### src/rtl/regfile_pkg.sv
// Shared types and helpers for the 2-read/1-write register file.
package regfile_pkg;

    typedef enum logic {
        CLEAR = 1'b0,
        RUN   = 1'b1
    } state_t;

    localparam int unsigned DEF_DATA_W = 32;
    localparam int unsigned DEF_DEPTH  = 8;
    localparam int unsigned BE_W       = DEF_DATA_W / 8;

    function automatic logic [7:0] byte_merge(
        input logic [7:0] old_b,
        input logic [7:0] new_b,
        input logic       be
    );
        return be ? new_b : old_b;
    endfunction

endpackage

### src/rtl/regfile_rd_port.sv
// One registered read port: range check, optional write bypass (REGFILE_BYPASS_EN), output regs.
module regfile_rd_port
    import regfile_pkg::*;
#(
    parameter  int unsigned DATA_W = DEF_DATA_W,
    parameter  int unsigned DEPTH  = DEF_DEPTH,
    localparam int unsigned ADDR_W = $clog2(DEPTH)
) (
    input  logic                clk,
    input  logic                rst_n,
    input  logic                run,
    input  logic                rd_en,
    input  logic [ADDR_W-1:0]   rd_addr,
    input  logic                wr_en,
    input  logic [ADDR_W-1:0]   wr_addr,
    input  logic [DATA_W/8-1:0] wr_be,
    input  logic [DATA_W-1:0]   wr_data,
    input  logic [DATA_W-1:0]   mem [DEPTH],
    output logic [DATA_W-1:0]   rd_data,
    output logic                rd_valid
);

    localparam int unsigned       NB      = DATA_W / 8;
    localparam logic [ADDR_W:0]   DEPTH_V = (ADDR_W + 1)'(DEPTH);

    logic [DATA_W-1:0] rd_word;
    logic              rd_in_range;

    assign rd_in_range = {1'b0, rd_addr} < DEPTH_V;

`ifdef REGFILE_BYPASS_EN
    always_comb begin
        rd_word = '0;
        if (rd_in_range) begin
            rd_word = mem[rd_addr];
            if (wr_en && (wr_addr == rd_addr)) begin
                for (int unsigned i = 0; i < NB; i++) begin
                    rd_word[8*i +: 8] = byte_merge(rd_word[8*i +: 8], wr_data[8*i +: 8], wr_be[i]);
                end
            end
        end
    end
`else
    logic unused_wr;
    assign unused_wr = ^{wr_en, wr_addr, wr_be, wr_data};

    always_comb begin
        rd_word = '0;
        if (rd_in_range) begin
            rd_word = mem[rd_addr];
        end
    end
`endif

    always_ff @(posedge clk) begin
        if (!rst_n) begin
            rd_data  <= '0;
            rd_valid <= 1'b0;
        end else begin
            rd_valid <= run && rd_en;
            if (run && rd_en) begin
                rd_data <= rd_word;
            end
        end
    end

endmodule

### src/rtl/regfile_2r1w.sv
// Byte-enabled 1W/2R register file with hardware clear sequencer.
// Optional same-cycle write->read bypass: define REGFILE_BYPASS_EN.
module regfile_2r1w
    import regfile_pkg::*;
#(
    parameter  int unsigned DATA_W = DEF_DATA_W,
    parameter  int unsigned DEPTH  = DEF_DEPTH,
    localparam int unsigned ADDR_W = $clog2(DEPTH)
) (
    input  logic                clk,
    input  logic                rst_n,
    input  logic                clr,
    output logic                busy,
    input  logic                wr_en,
    input  logic [ADDR_W-1:0]   wr_addr,
    input  logic [DATA_W/8-1:0] wr_be,
    input  logic [DATA_W-1:0]   wr_data,
    input  logic                rd0_en,
    input  logic [ADDR_W-1:0]   rd0_addr,
    output logic [DATA_W-1:0]   rd0_data,
    output logic                rd0_valid,
    input  logic                rd1_en,
    input  logic [ADDR_W-1:0]   rd1_addr,
    output logic [DATA_W-1:0]   rd1_data,
    output logic                rd1_valid
);

    localparam int unsigned       NB       = DATA_W / 8;
    localparam logic [ADDR_W:0]   DEPTH_V  = (ADDR_W + 1)'(DEPTH);
    localparam logic [ADDR_W-1:0] LAST_IDX = ADDR_W'(DEPTH - 1);

    state_t            state, state_nxt;
    logic [ADDR_W-1:0] clr_idx, clr_idx_nxt;
    logic [DATA_W-1:0] mem [DEPTH];
    logic              run;
    logic              wr_acc;
    logic              wr_ok;

    assign run    = (state == RUN);
    assign busy   = ~run;
    assign wr_acc = run && wr_en;
    assign wr_ok  = wr_acc && ({1'b0, wr_addr} < DEPTH_V);

    always_ff @(posedge clk) begin
        if (!rst_n) begin
            state   <= CLEAR;
            clr_idx <= '0;
        end else begin
            state   <= state_nxt;
            clr_idx <= clr_idx_nxt;
        end
    end

    always_comb begin
        state_nxt   = state;
        clr_idx_nxt = clr_idx;
        case (state)
            CLEAR: begin
                if (clr) begin
                    clr_idx_nxt = '0;
                end else if (clr_idx == LAST_IDX) begin
                    state_nxt   = RUN;
                    clr_idx_nxt = '0;
                end else begin
                    clr_idx_nxt = clr_idx + 1'b1;
                end
            end
            RUN: begin
                if (clr) begin
                    state_nxt   = CLEAR;
                    clr_idx_nxt = '0;
                end
            end
            default: begin
                state_nxt   = CLEAR;
                clr_idx_nxt = '0;
            end
        endcase
    end

    // Storage is never reset; the CLEAR pass is what zeroes it.
    always_ff @(posedge clk) begin
        if (state == CLEAR) begin
            mem[clr_idx] <= '0;
        end else if (rst_n && wr_ok) begin
            for (int unsigned i = 0; i < NB; i++) begin
                mem[wr_addr][8*i +: 8] <= byte_merge(mem[wr_addr][8*i +: 8], wr_data[8*i +: 8], wr_be[i]);
            end
        end
    end

    regfile_rd_port #(
        .DATA_W (DATA_W),
        .DEPTH  (DEPTH)
    ) u_rd0 (
        .clk      (clk),
        .rst_n    (rst_n),
        .run      (run),
        .rd_en    (rd0_en),
        .rd_addr  (rd0_addr),
        .wr_en    (wr_acc),
        .wr_addr  (wr_addr),
        .wr_be    (wr_be),
        .wr_data  (wr_data),
        .mem      (mem),
        .rd_data  (rd0_data),
        .rd_valid (rd0_valid)
    );

    regfile_rd_port #(
        .DATA_W (DATA_W),
        .DEPTH  (DEPTH)
    ) u_rd1 (
        .clk      (clk),
        .rst_n    (rst_n),
        .run      (run),
        .rd_en    (rd1_en),
        .rd_addr  (rd1_addr),
        .wr_en    (wr_acc),
        .wr_addr  (wr_addr),
        .wr_be    (wr_be),
        .wr_data  (wr_data),
        .mem      (mem),
        .rd_data  (rd1_data),
        .rd_valid (rd1_valid)
    );

endmodule

### config.mk
export PLATFORM = sky130hd
export DESIGN_NAME = regfile_2r1w
export DESIGN_NICKNAME = d
export VERILOG_FILES = /design/src/rtl/regfile_pkg.sv /design/src/rtl/regfile_rd_port.sv /design/src/rtl/regfile_2r1w.sv
export SDC_FILE = /design/constraint.sdc
export NUM_CORES = 1
export LEC_CHECK = 0
export ABC_AREA = 1
export CORE_MARGIN = 2
export CORE_UTILIZATION = 45
export DETAILED_ROUTE_END_ITERATION = 6
export SYNTH_ARGS = -nofsm -noshare
export SYNTH_HDL_FRONTEND = slang
export SYNTH_SLANG_ARGS = --single-unit
### constraint.sdc
create_clock -name clk -period 4.75 [get_ports clk]
set_input_delay 0.95 -clock clk [delete_from_list [all_inputs] [get_ports clk]]
set_output_delay 0.95 -clock clk [all_outputs]
set_load 0.1 [all_outputs]
==> flow_summary.yaml, run 1 <==
die:
  die_width_um: 225
  core_um2: 47800
  fp-row-count: 80
  dieArea_um2: 50400
  die_h_um: 225
  start_util_pct: 45.7
  io_pins: 118
outcome:
  status: "complete, no violations"
power_and_ir_drop:
  p_leak_nw: 11.1
  power_per_cell_area_nw_per_um2: 327
  fin_total_pwr_w: 0.00807
  vdd_drop_max_v: 0.000228
synthesis:
  ys_warn_count: 0
  synth_seq_area_share_pct: 41.5
  synth_fa_ha_area_share_pct: 0.114
  yosys.area.top_type_share_pct: 35.1
  synth-simple-area-share_pct: 39.4
  ys_seq_elements: 326
  synthTopCellsByArea: "edfxtp_1, nand3_1, nand2_1"
  synth_compound_area_share_pct: 9.77
  syn-num-nets: 3148
  synth_xor_xnor_area_share_pct: 0
  synth_area_um2: 21900
  synth_top_family_by_area: "simple AND/OR/NAND/NOR gates"
  synthMuxAreaShare_pct: 0
  synthTopCellsByCount: "nand2_1, nand3_1, edfxtp_1"
  synth-edff-count: 256
  ys_async_sr_fraction_pct: 0
  synth_area_leader_cell: "edfxtp_1"
  synth_most_common_cell: "nand2_1"
  avgSynthCellArea_um2: 7.07
  synthFlopType: "edfxtp_1"
  ys_types: 22
  synth_cells: 3095
finish:
  fin_area_um2: 24700
  final_cells: 3685
  fin_util_pct: 51.6
  area_delta_synth_final_pct: 12.8
  multiInputGateArea_um2: 11000
  n_antenna_cell: 0
  drive_gt1_share_pct: 7.49
  n_fill_cell: 4712
  fin_nets: 3093
  regArea_um2: 9090
placement:
  dp_hpwl_um: 54700
  dpl.cell_count: 3612
  numPortBuffers: 117
  finalWeightedCongestion: 0.882
  dpl_cell_area_um2: 23400
global_route:
  grt_pass1_vias: 21600
  grt_util_all_layers_pct: 37.1
  grt_pass1_wl_um: 139000
  antenna_found_initial: 2
  grt_max_degree: 225
  overflow: 0
routing:
  ant_nets: 0
  drc: 0
  wl_per_cell_um: 25.7
  num_vias: 23400
  drtIter0Drc: 3451
  viasPerCell: 6.34
  routed_wl_um: 94700
  drtPass1Iterations: 7
min_path:
  hold_path_class: "reg2reg"
sta:
  max_freq_ghz: 0.330
  slew_viol_final: 0
  tns_ns: 0
  grt_setup_unrepaired: "no"
  clock_skew_ns: 0.0148
  worst_pin_slew_ns: 1.35
  min_period_over_period_pct: 63.7
  maxSlewHeadroom_pct: 9.60
  hold_viol_final: 0
  fin_crit_ns: 3.03
  setup_viol: 0
clocking:
  clockBufferDepth: 3
  cts.repair.resized: 0
  clk_latency_ns: 0.57
  path_clk_slew_ns: 0.06
  ctsRootBufferMaster: "clkbuf_16"
  cts_buffers: 41
  ctsHtreeMaxLevel: 2
  cts_num_sinks: 326
  holdBufCountCts: 0
  cts_tree: "done"
  post-cts-setup-buffer-count: 0
worst_setup_path:
  critical_path_class: "in2reg"
  path_buf_inv: 2
  cp.required_ns: 5.18
  crit_family: "simple AND/OR/NAND/NOR gates"
  max_stage_delay_ns: 0.70
  crit_path_frequent_cell: "nor2_4"
  crit_chain: "clkdlybuf4s50_1 > nor2_4 > nand2_2 > nor2_4 > buf_4 > nand3_1 > nand2_1"
  startpoint_type: "input port"
  cp.arrival_ns: 3.46
  critPathMaxFanout: 19
  endpoint_kind: "flip-flop"
  crit_path_top_delay_cell: "clkdlybuf4s50_1"
flow_run:
  drv_cap: 0
==> registers in the layout, indices dropped and copies added (netlist names) <==
register	cells
clr_idx	3
mem	256
run	1
u_rd0.rd_data	32
u_rd0.rd_valid	1
u_rd1.rd_data	32
u_rd1.rd_valid	1
==> worst register-to-register path, cell delays in order (launching register included) <==
cell and delay, ns:
dfxtp_1 0.41, inv_1 0.17, nand3_1 0.98, buf_4 0.66, nand3_1 0.12, nand2_1 0.08
==> power by group <==
group | switching (W) | internal, W | total (W)
logic | 0.000956 | 0.000421 | 0.00138
registers | 0.000211 | 0.00332 | 0.00353
clock network | 0.00129 | 0.00187 | 0.00315
total | 0.00246 | 0.00561 | 0.00807
==> routing by layer <==
layer	track usage, %	vias to the layer above	wire, µm
li1	-	10500	-
met1	50.5	10800	36700
met2	54.8	1783	39400
met3	10.8	320	14000
met4	16.0	0	4550
met5	0	-	0
==> path summary, 6_finish.rpt <==
check        cells after the start  slack (ns)                           from                            end
min reg2reg                      2        0.54  u_rd1.rd_data[6]$_SDFFE_PN0P_  u_rd1.rd_data[6]$_SDFFE_PN0P_
max reg2reg                      5        2.08        clr_idx[0]$_SDFFE_PN0P_             mem[249]$_DFFE_PP_
min                              2        0.54  u_rd1.rd_data[6]$_SDFFE_PN0P_  u_rd1.rd_data[6]$_SDFFE_PN0P_
max                              7        1.72                     wr_addr[2]             mem[154]$_DFFE_PP_
==> placed cells by master (no fill, tap or decap), drive strengths merged, types with 2 or more instances in the layout <==
cell           netlist  layout
nand4               33      33
o211ai             192     192
dfxtp               70      70
nand3              839     839
ha                   2       2
bufinv               0       3
inv                208     209
clkdlybuf4s50        0     109
buf                180      72
nor2               132     132
nand2              910     910
a21oi               66      66
o21ai               72      72
edfxtp             256     256
clkbuf              99      56
or2                 32      32
clkinv               2      14
==> cells by family after synthesis <==
family                   Yosys count
AO/OA/AOI/OAI                    331
adder cells (fa/ha/maj)            2
buffers and inverters            489
flip-flops                       326
AND/OR/NAND/NOR                 1947
==> metrics by stage <==
stage                     setup slack, ns  hold slack, ns
after floorplan                     0.449           0.477
after detailed placement             1.25           0.525
after global placement               1.31           0.524
final                                1.72           0.543
after global routing                 1.69           0.568
after CTS                            1.70           0.544
==> cell type report <==
cell class	instances	area share [%]
Sequential cell	326	36.8
Multi-Input combinational cell	2280	44.4
Inverter	210	3.24
Timing Repair Buffer	181	7.11
Clock buffer	56	4.69
Clock inverter	17	0.644
Tap cell	615	3.12
Note: power is estimated with default switching activity, not from simulation.
==> run 2: changes to the inputs <==
--- a/config.mk
+++ b/config.mk
@@ -9,6 +9,7 @@
 export CORE_MARGIN = 2
 export CORE_UTILIZATION = 45
 export DETAILED_ROUTE_END_ITERATION = 6
+export PLACE_DENSITY = 0.65
 export SYNTH_ARGS = -nofsm -noshare
 export SYNTH_HDL_FRONTEND = slang
 export SYNTH_SLANG_ARGS = --single-unit
==> constraint.sdc (replaced) <==
create_clock -name clk -period 2.5 [get_ports clk]
set_input_delay 0.5 -clock clk [delete_from_list [all_inputs] [get_ports clk]]
set_output_delay 0.5 -clock clk [all_outputs]
set_load 0.1 [all_outputs]
==> flow_summary.yaml, run 2 (synthesis gave the netlist of run 1 again) <==
worst_setup_path:
  critPathCapture: "busy"
  critPathMaxFanout: 69
  rr_endpoint: "mem[82]$_DFFE_PP_"
  cp.arrival_ns: 1.71
  critical_path_class: "reg2out"
  max_stage_delay_ns: 0.44
  cp.required_ns: 2.00
  crit_chain: "inv_8 > buf_12"
  path_buf_inv: 2
  cp-startpoint: "run$_SDFF_PN0_"
  startpoint_type: "flip-flop"
  endpoint_kind: "primary output"
  crit_family: "buffers and inverters"
  crit_path_top_delay_cell: "inv_8"
  reg2reg_slack_ns: 0.58
  rr_startpoint: "clr_idx[2]$_SDFFE_PN0P_"
  cp.depth: 2
  reg2reg_depth: 4
routing:
  wl_per_cell_um: 24.9
  routed_wl_um: 93000
  viasPerCell: 6.42
  drc: 8
  drtIter0Drc: 3991
  num_vias: 24000
  ant_nets: 0
  drtPass1Iterations: 7
finish:
  fin_area_um2: 25500
  reg.largest.list: "mem x256, u_rd0.rd_data x32, u_rd1.rd_data x32"
  largest_reg_flops: 256
  mostFrequentLayoutCell: "nand2_1"
  final_cell_mix: "nand2_1, nand3_1, edfxtp_1"
  area_delta_synth_final_pct: 16.4
  largest_register: "mem"
  n_antenna_cell: 0
  drive_gt1_share_pct: 11.2
  final_cells: 3738
  fin_nets: 3147
placement:
  dp_hpwl_um: 57200
  dpl.cell_count: 3668
  numPortBuffers: 117
  place_ws_ns: 0.0661
  finalWeightedCongestion: 0.936
  dpl_cell_area_um2: 24200
sta:
  slew_viol_final: 0
  max_freq_ghz: 0.452
  tns_ns: 0
  worst_pin_slew_ns: 0.694
  fin_crit_ns: 2.21
  finalWorstSetupSlack_ns: 0.289
  hold_viol_final: 0
  maxSlewHeadroom_pct: 53.7
  clock_skew_ns: 0.0229
  setup_viol: 0
  grt_setup_unrepaired: "no"
  min_period_over_period_pct: 88.4
outcome:
  violations: "DRC"
  status: "finished, violations left"
clocking:
  clockBufferDepth: 3
  cts_tree: "done"
  path_clk_slew_ns: 0.06
  cts_num_sinks: 326
  ctsRootBufferMaster: "clkbuf_16"
  holdBufCountCts: 0
  cts.repair.resized: 0
  ctsHtreeMaxLevel: 2
  cts_buffers: 39
  clk_latency_ns: 0.58
  post-cts-setup-buffer-count: 0
die:
  core_um2: 47800
  io_pins: 118
  start_util_pct: 45.7
  dieArea_um2: 50400
  die_width_um: 225
  fp-row-count: 80
  die_h_um: 225
power_and_ir_drop:
  vdd_drop_max_v: 0.000406
  power_per_cell_area_nw_per_um2: 595
  p_leak_nw: 11.7
  fin_total_pwr_w: 0.0151
global_route:
  grt_pass1_wl_um: 138000
  grt_util_all_layers_pct: 36.3
  antenna_found_initial: 1
  grt_pass1_vias: 22200
  overflow: 0
  grt_max_degree: 91
min_path:
  hold_path_class: "in2reg"
flow_run:
  drv_cap: 0
==> run 2: per-stage QoR <==
stage	hold slack, ns	util (%)
after floorplan	0.477	-
after global placement	0.520	50.6
after detailed placement	0.528	50.6
after CTS	0.485	53.3
after global routing	0.518	53.3
final	0.499	53.3
==> run 2: final cells by class <==
cell class / instances / area (µm²)
clock inverter: 20 / 120
fill: 4576 / 22400
inverter: 210 / 798
tap: 615 / 769
sequential: 326 / 9090
multi-input combinational: 2280 / 11000
clock buffer: 50 / 1140
timing repair buffer: 237 / 2620
==> run 2: how the worst min path moves through the flow <==
| stage | start | cells after the start | slack (ns) | to |
|---|---|---|---|---|
| after CTS | rd1_en | 3 | 0.48 | u_rd1.rd_valid$_SDFF_PN0_ |
| after floorplan | run$_SDFF_PN0_ | 2 | 0.48 | u_rd0.rd_valid$_SDFF_PN0_ |
| after global routing | rd1_en | 3 | 0.52 | u_rd1.rd_valid$_SDFF_PN0_ |
| final | rd1_en | 3 | 0.50 | u_rd1.rd_valid$_SDFF_PN0_ |
| after detailed placement | u_rd0.rd_data[5]$_SDFFE_PN0P_ | 2 | 0.53 | u_rd0.rd_data[5]$_SDFFE_PN0P_ |
| after global placement | u_rd0.rd_data[0]$_SDFFE_PN0P_ | 2 | 0.52 | u_rd0.rd_data[0]$_SDFFE_PN0P_ |
==> run 2: per-layer routing <==
| metal | share of wire, % | routed length (µm) | track usage (%) | vias up |
|---|---|---|---|---|
| met5 | 0.014 | 13 | 0 | - |
| met4 | 5.6 | 5200 | 18.2 | 2 |
| met3 | 17 | 15400 | 11.2 | 423 |
| met2 | 41 | 37800 | 52.9 | 2011 |
| met1 | 37 | 34600 | 48.7 | 11000 |
| li1 | - | - | - | 10600 |
==> run 2: power by group <==
| part | switching, W | internal (W) | total, W |
|---|---|---|---|
| Sequential | 0.000397 | 0.00631 | 0.00671 |
| Clock | 0.00245 | 0.00330 | 0.00575 |
| Combinational | 0.00181 | 0.000886 | 0.00269 |
==> run 2: worst reg2reg max path, stage by stage (launching register included) <==
cell     delay, ns
dfxtp_1       0.48
nand3_2       0.58
buf_12        0.42
nand3_1       0.12
nand2_1       0.07
